### config.mk
export PLATFORM = sky130hd
export DESIGN_NAME = if_id_stage_ctrl
export DESIGN_NICKNAME = d
export VERILOG_FILES = /design/src/rtl/if_id_stage_ctrl.sv
export SDC_FILE = /design/constraint.sdc
export NUM_CORES = 1
export LEC_CHECK = 0
export BUFFER_PORTS_ARGS = -buffer_cell sky130_fd_sc_hd__buf_2
export CELL_PAD_IN_SITES_DETAIL_PLACEMENT = 1
export CELL_PAD_IN_SITES_GLOBAL_PLACEMENT = 1
export CORE_ASPECT_RATIO = 1.75
export CORE_MARGIN = 4
export CORE_UTILIZATION = 42
export DETAILED_ROUTE_END_ITERATION = 6
export GPL_TIMING_DRIVEN = 0
export HOLD_SLACK_MARGIN = 0.02
export PLACE_DENSITY = 0.86
export SKIP_LAST_GASP = 1
export SLEW_MARGIN = 20
export SYNTH_ARGS = -nofsm -noshare
export SYNTH_HDL_FRONTEND = slang
export SYNTH_SLANG_ARGS = --single-unit
### constraint.sdc
create_clock -name clk -period 3.85 [get_ports clk]
set_input_delay 0.77 -clock clk [delete_from_list [all_inputs] [get_ports clk]]
set_output_delay 0.77 -clock clk [all_outputs]
set_load 0.02 [all_outputs]
### src/rtl/if_id_stage_ctrl.sv
// Front-end pipeline control: owns the PC and the IF/ID register, and turns
// hazard-unit stall/flush requests into freeze, bubble and redirect actions.
module if_id_stage_ctrl #(
   parameter logic [31:0] RESET_PC  = 32'h0000_0000,
   parameter logic [31:0] NOP_INSTR = 32'h0000_0013,
   parameter int unsigned MAX_STALL = 16,
   parameter int unsigned CNT_W     = 32
) (
   input  logic             clk,
   input  logic             rst_n,
   input  logic             StallF,
   input  logic             StallD,
   input  logic             PCSrcE,
   input  logic [31:0]      PCTargetE,
   input  logic [31:0]      InstrF,
   output logic [31:0]      PCF,
   output logic [31:0]      PCPlus4F,
   output logic [31:0]      InstrD,
   output logic [31:0]      PCD,
   output logic [31:0]      PCPlus4D,
   output logic             ValidD,
   output logic [CNT_W-1:0] StallCnt,
   output logic [CNT_W-1:0] FlushCnt,
   output logic             StallTimeout
);

   localparam int unsigned RUN_W = 8;

   typedef enum logic [1:0] {
      IDLE    = 2'd0,
      COUNT   = 2'd1,
      TRIPPED = 2'd2
   } wdState_e;

   wdState_e         stateQ;
   wdState_e         stateNext;
   logic [RUN_W-1:0] runQ;
   logic [RUN_W-1:0] runNext;
   logic [RUN_W-1:0] runInc;
   logic             timeoutNext;
   logic             stallEvt;

   // A redirect overrides a fetch stall, so only un-redirected stalls count.
   assign stallEvt = StallF & ~PCSrcE;
   assign runInc   = runQ + RUN_W'(1);
   assign PCPlus4F = PCF + 32'd4;

   always_ff @(posedge clk or negedge rst_n) begin
      if (!rst_n) begin
         PCF <= RESET_PC;
      end else if (PCSrcE) begin
         PCF <= PCTargetE;
      end else if (!StallF) begin
         PCF <= PCPlus4F;
      end
   end

   // IF/ID register: flush beats freeze; a flush leaves a bubble in Decode.
   always_ff @(posedge clk or negedge rst_n) begin
      if (!rst_n) begin
         InstrD   <= NOP_INSTR;
         PCD      <= 32'd0;
         PCPlus4D <= 32'd0;
         ValidD   <= 1'b0;
      end else if (PCSrcE) begin
         InstrD   <= NOP_INSTR;
         PCD      <= 32'd0;
         PCPlus4D <= 32'd0;
         ValidD   <= 1'b0;
      end else if (!StallD) begin
         InstrD   <= InstrF;
         PCD      <= PCF;
         PCPlus4D <= PCPlus4F;
         ValidD   <= 1'b1;
      end
   end

   // Saturating hazard performance counters.
   always_ff @(posedge clk or negedge rst_n) begin
      if (!rst_n) begin
         StallCnt <= '0;
         FlushCnt <= '0;
      end else begin
         if (stallEvt && (StallCnt != {CNT_W{1'b1}})) begin
            StallCnt <= StallCnt + CNT_W'(1);
         end
         if (PCSrcE && (FlushCnt != {CNT_W{1'b1}})) begin
            FlushCnt <= FlushCnt + CNT_W'(1);
         end
      end
   end

   always_ff @(posedge clk or negedge rst_n) begin
      if (!rst_n) begin
         stateQ       <= IDLE;
         runQ         <= '0;
         StallTimeout <= 1'b0;
      end else begin
         stateQ       <= stateNext;
         runQ         <= runNext;
         StallTimeout <= timeoutNext;
      end
   end

   // Watchdog next state: trips on the edge where the run length hits MAX_STALL.
   always_comb begin
      stateNext = stateQ;
      case (stateQ)
         IDLE, COUNT: begin
            if (stallEvt) begin
               stateNext = (runInc == RUN_W'(MAX_STALL)) ? TRIPPED : COUNT;
            end else begin
               stateNext = IDLE;
            end
         end
         TRIPPED: stateNext = TRIPPED;
         default: stateNext = IDLE;
      endcase
   end

   always_comb begin
      runNext     = runQ;
      timeoutNext = StallTimeout;
      case (stateQ)
         IDLE, COUNT: begin
            runNext     = stallEvt ? runInc : '0;
            timeoutNext = StallTimeout | (stateNext == TRIPPED);
         end
         TRIPPED: begin
            runNext     = stallEvt ? runQ : '0;
            timeoutNext = 1'b1;
         end
         default: begin
            runNext     = '0;
            timeoutNext = StallTimeout;
         end
      endcase
   end

endmodule

Word level (Yosys, flattened, before mapping)
Cells that the tools add are included.
{ "totals": {"regBits": 204, "input_bits": 69, "output_inout_bits": 226} }
{ "op_classes": {"add_sub_neg": 4, "n_eq_ne": 9, "muxes": 17, "n_bitwise": 3, "reduce_logical": 5} }
{ "op_table": {"columns": ["cell", "n"], "rows": [
  ["$mux W32", 8],
  ["$add A32 B1 Y32 const B", 2],
  ["$ne A32 B32 Y1 const B", 2],
  ["$add A32 B3 Y32 const B", 1],
  ["$mux W8", 2],
  ["$pmux W8 S2", 1],
  ["$add A8 B1 Y8 const B", 1],
  ["$eq A8 B5 Y1 const B", 1],
  ["$eq A2 B2 Y1 const B", 2],
  ["$mux W2", 2],
  ["$ne A2 B1 Y1 const B", 2],
  ["$pmux W2 S2", 1],
  ["$eq A2 B1 Y1 const B", 1],
  ["$logic_and A1 B1 Y1", 2],
  ["$logic_not A2 Y1", 1],
  ["$mux W1", 2],
  ["$ne A2 B2 Y1 const B", 1],
  ["$pmux W1 S2", 1],
  ["$reduce_bool A2 Y1", 1],
  ["$reduce_or A2 Y1", 1],
  ["$and A1 B1 Y1", 1],
  ["$not A1 Y1", 1],
  ["$or A1 B1 Y1", 1]
]} }

Depth between registers and ports, before layout
Gate-level depths: netlist (run 1).
{ "depth": {"ltp_word": 8, "depth_mapped": 7} }

Least setup slack after synthesis (run 1)
OpenSTA, ideal clock, no wires.
{ "synth_path": {"path_kind": "flip-flop to output port", "startpoint": "register PCF[6]", "endpoint": "output PCPlus4F[31]", "arrival_time_ns": 2.148, "required_time_ns": 3.080, "path_slack_ns": 0.932, "path_stages_with_launch": 6, "cell_sequence": "dfrtp_1 > clkbuf_1 > nand4_2 > nor4_4 > and4_1 > xor2_1"} }
{ "synth_between": {"elab_chain_len": 1} }
{ "synth_lines": {"columns": ["element", "line_no", "rtl"], "rows": [
  ["from (decl)", "16", "output logic [31:0] PCF,"],
  ["from (signal assigned)", "52", "PCF <= PCTargetE;"],
  ["from (signal assigned)", "54", "PCF <= PCPlus4F;"],
  ["$add A32 B3 Y32", "46", "assign PCPlus4F = PCF + 32'd4;"],
  ["to (decl)", "17", "output logic [31:0] PCPlus4F,"]
]} }
Every way passes these cells.

Worst setup path after layout (run 1)
{ "layout_path": {"startpoint": "register PCF[10]", "endpoint": "output PCPlus4F[31]"} }
Same word-level chain as after synthesis.

==> impl_metrics.tcl, run 1 <==
set metrics [dict create \
    outcome "completed" \
    fraction_of_the_mapped_netlist_area_in_adder_cells_pct 0.513 \
    global_route_wire_length_before_repair_microns 53100 \
    std_cell_rows 73 \
    netlist_area_sq_um 9750 \
    report.final.hold_viol_count 0 \
    maxSlewViolCount 0 \
    first_global_vias 9501 \
    cts_buffers 20 \
    worstPathArrival_ns 2.99 \
    vdd_drop_max_uv 325 \
    post_synth_and_or_nand_nor_area_fraction_pct 20.1 \
    drt_pass1_iterations 4 \
    syn_area_per_cell_sq_um 10.2 \
    p_per_area_nw_per_um2 451 \
    synthXorXnorAreaFrac_pct 10.2 \
    drv_cap 0 \
    synth_top_flop_cell "dfrtp_1" \
    critical_path_start_type "register" \
    endpoint_kind "output pin" \
    worstSkewPairLatency_ns 0.51 \
    share_of_the_synthesized_area_in_compound_gates_ao_oa_aoi_oai_pct 6.84 \
    coreArea_sq_um 22800 \
    place.port_buffers 293 \
    drt_iter0_drc 313 \
    fraction_of_synthesized_area_in_multiplexers_pct 7.66 \
    chipWidth_microns 123 \
    drc_errors 0 \
    gp_congestion 0.844 \
    dp_hpwl_microns 24900 \
    initial_antenna_violation_count 5 \
    clkSinkCount 202 \
    detail_route.vias_per_cell 5.43 \
    post_route_cells_drive_above_1_share_pct 28.0 \
    synth.yosys.seq_area_share_pct 51.9 \
    fin_util_pct 54.4 \
    timing.critical_path.fanout_max 7 \
    h_tree_depth 1 \
    grt_use_total_pct 26.0 \
    number_of_cells_after_detailed_placement 1546 \
    setup-violations-final 0 \
    initial_utilization_pct 42.7 \
    clk_pin_slew_ns 0.07 \
    post_synthesis_cells 951 \
    fin_skew_ns 0.0160 \
    grt.overflow.total 0 \
    clock_path_buffers 3 \
    tightestPinTransition_ns 0.926 \
    maxSlewHeadroom_pct 38.2 \
    layout.nets 1345 \
    route.antenna.remaining_nets 0 \
    layout_min_cycle_time_ns 3.76 \
    tritoncts "built" \
    drt-wirelength-per-cell_microns 21.2 \
    layout-area-overhead-vs-synth_pct 27.3 \
    post_route_setup_tns_ns 0 \
    design.die.area_sq_um 25800 \
    rsz0062_at_grt "no" \
    worstPathRequired_ns 3.08 \
    standby_leakage_power_nw 6.24 \
    fmaxAchievable_mhz 266 \
    layout_worst_path_cycle_share_pct 97.7 \
    yosys_synthesis_warning_count 0 \
    cts.root.buffer_cell "clkbuf_16" \
    ys_seq_elements 202 \
    synth_enable_flop_cells 0 \
    dominant_combinational_cell_family_by_area_after_synthesis "simple AND/OR/NAND/NOR gates" \
    critPathKind "reg -> out" \
    grt_max_degree 98 \
    mappedNetlistNets 1024 \
    finalNonFillerCells 1589 \
    timing.hold.worst.class "in -> async" \
    io_pins 295 \
    synthArstFlopShare_pct 100 \
    detail_route.wirelength_microns 33700 \
    chipHeight_microns 210 \
    cts_hold_buf 0 \
    dr_total_vias 8628 \
    synth_cell_type_count 52 \
]
## Yosys cell counts, types with 3 or more instances
| master | count | share of area, % |
|---|---|---|
| inv_1 | 11 | 0.42 |
| nand4_1 | 28 | 1.8 |
| buf_4 | 4 | 0.31 |
| nor4_4 | 4 | 0.87 |
| nand2_1 | 114 | 4.4 |
| mux2_2 | 4 | 0.46 |
| ha_1 | 4 | 0.51 |
| dfstp_2 | 3 | 0.81 |
| nand4b_1 | 3 | 0.27 |
| nor2_1 | 103 | 4.0 |
| and2_1 | 8 | 0.51 |
| nor3_1 | 17 | 0.87 |
| and3_1 | 11 | 0.71 |
| nor4_1 | 6 | 0.39 |
| nand3_1 | 51 | 2.6 |
| or3_1 | 6 | 0.39 |
| clkbuf_1 | 40 | 1.5 |
| nor4_2 | 4 | 0.51 |
| o21a_1 | 35 | 2.7 |
| a21oi_1 | 19 | 0.98 |
| xnor2_1 | 63 | 5.7 |
| and4_1 | 9 | 0.81 |
| xor2_1 | 51 | 4.6 |
| mux2i_1 | 69 | 7.1 |
| nand2b_1 | 5 | 0.32 |
| buf_2 | 3 | 0.15 |
| dfrtp_1 | 199 | 51 |
| o21ai_0 | 38 | 2.0 |
| buf_1 | 8 | 0.31 |
## layout by cell type (no fill, tap or decap), drive strengths merged, types with 3 or more instances in the layout
cell type	count
mux2	5
or3	6
a21oi	19
mux2i	69
nand4b	3
xor2	51
o21a	35
nor4	14
ha	4
and4	9
buf	314
nand2b	6
and3	11
nor3	17
nand4	30
o21ai	38
diode	3
dfrtp	199
nor2	103
or4	3
xnor2	63
dfstp	3
clkbuf	72
inv	11
and2	8
nand3	51
nand2	114
## routing by layer
layer  up-vias  share of wire, %  track usage (%)
li1       3905                 -                -
met1      4328                35             28.3
met2       297                55             48.0
met3        94               5.5             4.50
met4         4               4.5             11.5
met5         -             0.080                0
## area by class of cell
type / count / area [sq um]
Clock inverter: 4 / 70.1
Timing Repair Buffer: 299 / 1570
Inverter: 11 / 41.3
Buffer: 55 / 226
Fill cell: 2659 / 10400
Clock buffer: 32 / 617
Multi-Input combinational cell: 683 / 4440
Tap cell: 300 / 375
Sequential cell: 202 / 5060
Antenna cell: 3 / 7.51
## per-stage QoR
step / cell area, sq um / power (W) / setup WS [ns] / hold slack, ns
final: 12400 / 0.00560 / 0.0883 / 0.0747
after global routing: 12400 / 0.00584 / 0.0267 / 0.0688
after CTS: 12400 / 0.00565 / 0.0357 / 0.0579
after detailed placement: 11700 / 0.00356 / 0.329 / 0.458
after floorplan: 9750 / 0.00308 / 0.932 / 0.474
after global placement: 11600 / 0.00351 / -1.53 / 0.457
## where the power goes
| group | leakage [nW] | internal, W | switching [W] |
|---|---|---|---|
| Combinational | 3.27 | 0.000362 | 0.000703 |
| Sequential | 2.63 | 0.00228 | 0.000180 |
| Clock | 0.338 | 0.00123 | 0.000840 |
| Total | 6.24 | 0.00388 | 0.00172 |
## repair_timing
| action | 4_1_cts | 5_1_grt |
|---|---|---|
| resized for setup | 0 | 5 |
| setup endpoints to repair | 12 | 8 |
| buffers inserted | 4 | 0 |
| pin swaps | 2 | 0 |
## cells by family after synthesis
family | Yosys count
buffers and inverters | 66
adders and majority gates | 4
and+or+nand+nor | 386
muxes | 74
AOI/OAI and AO/OA | 105
DFF | 202
xor gates and xnor gates | 114
## worst max-delay path, stage by stage, from the launching register on
cell	delay, ns
dfrtp_1	0.54
nand4_1	0.54
nor4_4	0.39
buf_4	0.19
and4_1	0.20
xor2_1	0.38
buf_2	0.25
## final timing paths
kind / startpoint / to / cells past startpoint / slack, ns
min reg2reg: StallTimeout$_DFFE_PN0P_ / StallTimeout$_DFFE_PN0P_ / 1 / 0.47
max reg2reg: PCF[3]$_DFFE_PN0N_ / PCF[22]$_DFFE_PN0N_ / 6 / 1.27
max: PCF[10]$_DFFE_PN0N_ / PCPlus4F[31] / 6 / 0.09
min: rst_n / PCF[19]$_DFFE_PN0N_ / 1 / 0.07
max in group asynchronous: rst_n / InstrD[0]$_DFFE_PN1P_ / 2 / 3.02
min in group clk: StallTimeout$_DFFE_PN0P_ / StallTimeout$_DFFE_PN0P_ / 1 / 0.47
## sequential cells by signal (all words and copies together), names as in the netlist
name and flops:
StallTimeout 1, ValidD 1, PCPlus4D 30, FlushCnt 32, PCF 32, stateQ 2, PCD 32, InstrD 32
runQ 8, StallCnt 32
Power figures use the tool's default switching activity.
==> inputs of run 2 (changes only) <==
--- a/config.mk
+++ b/config.mk
@@ -10,11 +10,11 @@
 export CELL_PAD_IN_SITES_GLOBAL_PLACEMENT = 1
 export CORE_ASPECT_RATIO = 1.75
 export CORE_MARGIN = 4
-export CORE_UTILIZATION = 42
+export CORE_UTILIZATION = 39
 export DETAILED_ROUTE_END_ITERATION = 6
 export GPL_TIMING_DRIVEN = 0
 export HOLD_SLACK_MARGIN = 0.02
-export PLACE_DENSITY = 0.86
+export PLACE_DENSITY = 0.81
 export SKIP_LAST_GASP = 1
 export SLEW_MARGIN = 20
 export SYNTH_ARGS = -nofsm -noshare
==> constraint.sdc (replaced) <==
create_clock -name clk -period 3.5 [get_ports clk]
set_input_delay 0.7 -clock clk [delete_from_list [all_inputs] [get_ports clk]]
set_output_delay 0.7 -clock clk [all_outputs]
set_load 0.02 [all_outputs]
==> impl_metrics.tcl, run 2 (same netlist as run 1, synthesis figures left out) <==
set metrics [dict create \
    startpoint "PCF[4]$_DFFE_PN0N_" \
    rsz0062_at_grt "no" \
    commonest_cells_after_routing_fill_and_taps_aside "buf_2, dfrtp_1, nand2_1" \
    clkSinkCount 202 \
    initial_antenna_violation_count 6 \
    vdd_drop_max_uv 383 \
    detail_route.wirelength_microns 33600 \
    h_tree_depth 1 \
    dr_total_vias 8509 \
    layout_min_cycle_time_ns 3.38 \
    layout-area-overhead-vs-synth_pct 28.0 \
    global_route_wire_length_before_repair_microns 53000 \
    clk_pin_slew_ns 0.07 \
    outcome "completed" \
    worstPathRequired_ns 2.80 \
    post_route_cells_drive_above_1_share_pct 28.5 \
    place.port_buffers 293 \
    post_route_setup_tns_ns 0 \
    grt.overflow.total 0 \
    std_cell_rows 76 \
    gp_congestion 0.825 \
    report.power.total_w 0.00617 \
    grt_max_degree 95 \
    p_per_area_nw_per_um2 495 \
    drc_errors 0 \
    report.final.hold_viol_count 0 \
    origin_of_the_critical_flop_to_flop_path "PCF[3]$_DFFE_PN0N_" \
    fin_skew_ns 0.0285 \
    standby_leakage_power_nw 6.26 \
    route.antenna.remaining_nets 0 \
    pre_cts_ws_ns 0.158 \
    coreArea_sq_um 24600 \
    timing.critical_path.fanout_max 10 \
    setup_ws_ns 0.115 \
    layout.nets 1349 \
    drt_pass1_iterations 4 \
    worstHoldStart "PCTargetE[17]" \
    chipWidth_microns 128 \
    chipHeight_microns 217 \
    layout_worst_path_cycle_share_pct 96.7 \
    worstSkewPairLatency_ns 0.52 \
    drt-wirelength-per-cell_microns 20.9 \
    grt_use_total_pct 24.2 \
    drt_iter0_drc 262 \
    critical_path_start_type "register" \
    drv_cap 0 \
    io_pins 295 \
    design.die.area_sq_um 27700 \
    detail_route.vias_per_cell 5.30 \
    tightestPinTransition_ns 0.879 \
    maxSlewViolCount 0 \
    tritoncts "built" \
    fin_util_pct 50.6 \
    fmaxAchievable_mhz 295 \
    clock_path_buffers 3 \
    commonest_non_fill_non_tap_cell_in_the_layout "buf_2" \
    cts.root.buffer_cell "clkbuf_16" \
    worstPathArrival_ns 2.68 \
    cts_buffers 21 \
    first_global_vias 9540 \
    dp_hpwl_microns 25300 \
    setup-violations-final 0 \
    initial_utilization_pct 39.6 \
    critPathKind "reg -> out" \
    maxSlewHeadroom_pct 41.4 \
    endpoint_kind "output pin" \
    timing.hold.worst.class "in -> reg" \
]
-- run 2: timing repair --
action                                 in CTS  in global routing
pin swaps                                   3                  1
hold buffers                                1                  0
endpoints found under the hold margin      20                  0
buffers inserted                            6                  2
resized for setup                           3                  5
setup endpoints to repair                  16                 12
-- run 2: through the flow --
stage	cell area, sq um	hold WS [ns]	instances
detailed placement	11700	0.465	1558
global placement	11600	0.455	1556
CTS	12400	0.357	1601
finish	12500	0.381	1605
floorplan	9750	0.404	951
global route	12500	0.387	1604
-- run 2: critical path: stages, from the launching register on --
cell	delay (ns)
dfrtp_1	0.35
buf_2	0.25
nand4_4	0.25
nor4_4	0.34
buf_4	0.21
and4_1	0.25
xor2_1	0.28
buf_2	0.23
-- run 2: metal layers --
metal	share of wire [%]	vias to the layer above	GRT usage (%)
met5	0.10	-	0
met4	3.8	6	10.5
met3	6.0	73	4.79
met2	55	253	45.7
met1	35	4264	25.4
li1	-	3913	-
-- run 2: report_power, final --
group | switching, W | internal (W)
combinational | 0.000764 | 0.000400
sequential | 0.000197 | 0.00251
clock | 0.000963 | 0.00134
total | 0.00192 | 0.00425
-- run 2: layout make-up --
cell class              count  area (sq um)
clock inverters             6          86.3
flip-flops and latches    202          5060
repair buffers            304          1610
fillers                  2891         12200
clock buffers              30           599
diodes                      4          10.0
inverters                  11          41.3
well taps                 312           390
plain buffers              53           219
multi-input cells         683          4450
-- run 2: path summary, 6_finish.rpt --
path | to | slack [ns] | depth (start not counted)
setup / recovery | PCPlus4F[31] | 0.12 | 7
hold / removal | PCF[17]$_DFFE_PN0N_ | 0.38 | 3
setup reg to reg | PCF[24]$_DFFE_PN0N_ | 0.92 | 6
hold reg to reg | StallTimeout$_DFFE_PN0P_ | 0.47 | 1
max in group asynchronous | PCD[11]$_DFFE_PN0P_ | 2.11 | 3
min in group asynchronous | StallCnt[26]$_DFFE_PN0P_ | 0.62 | 2
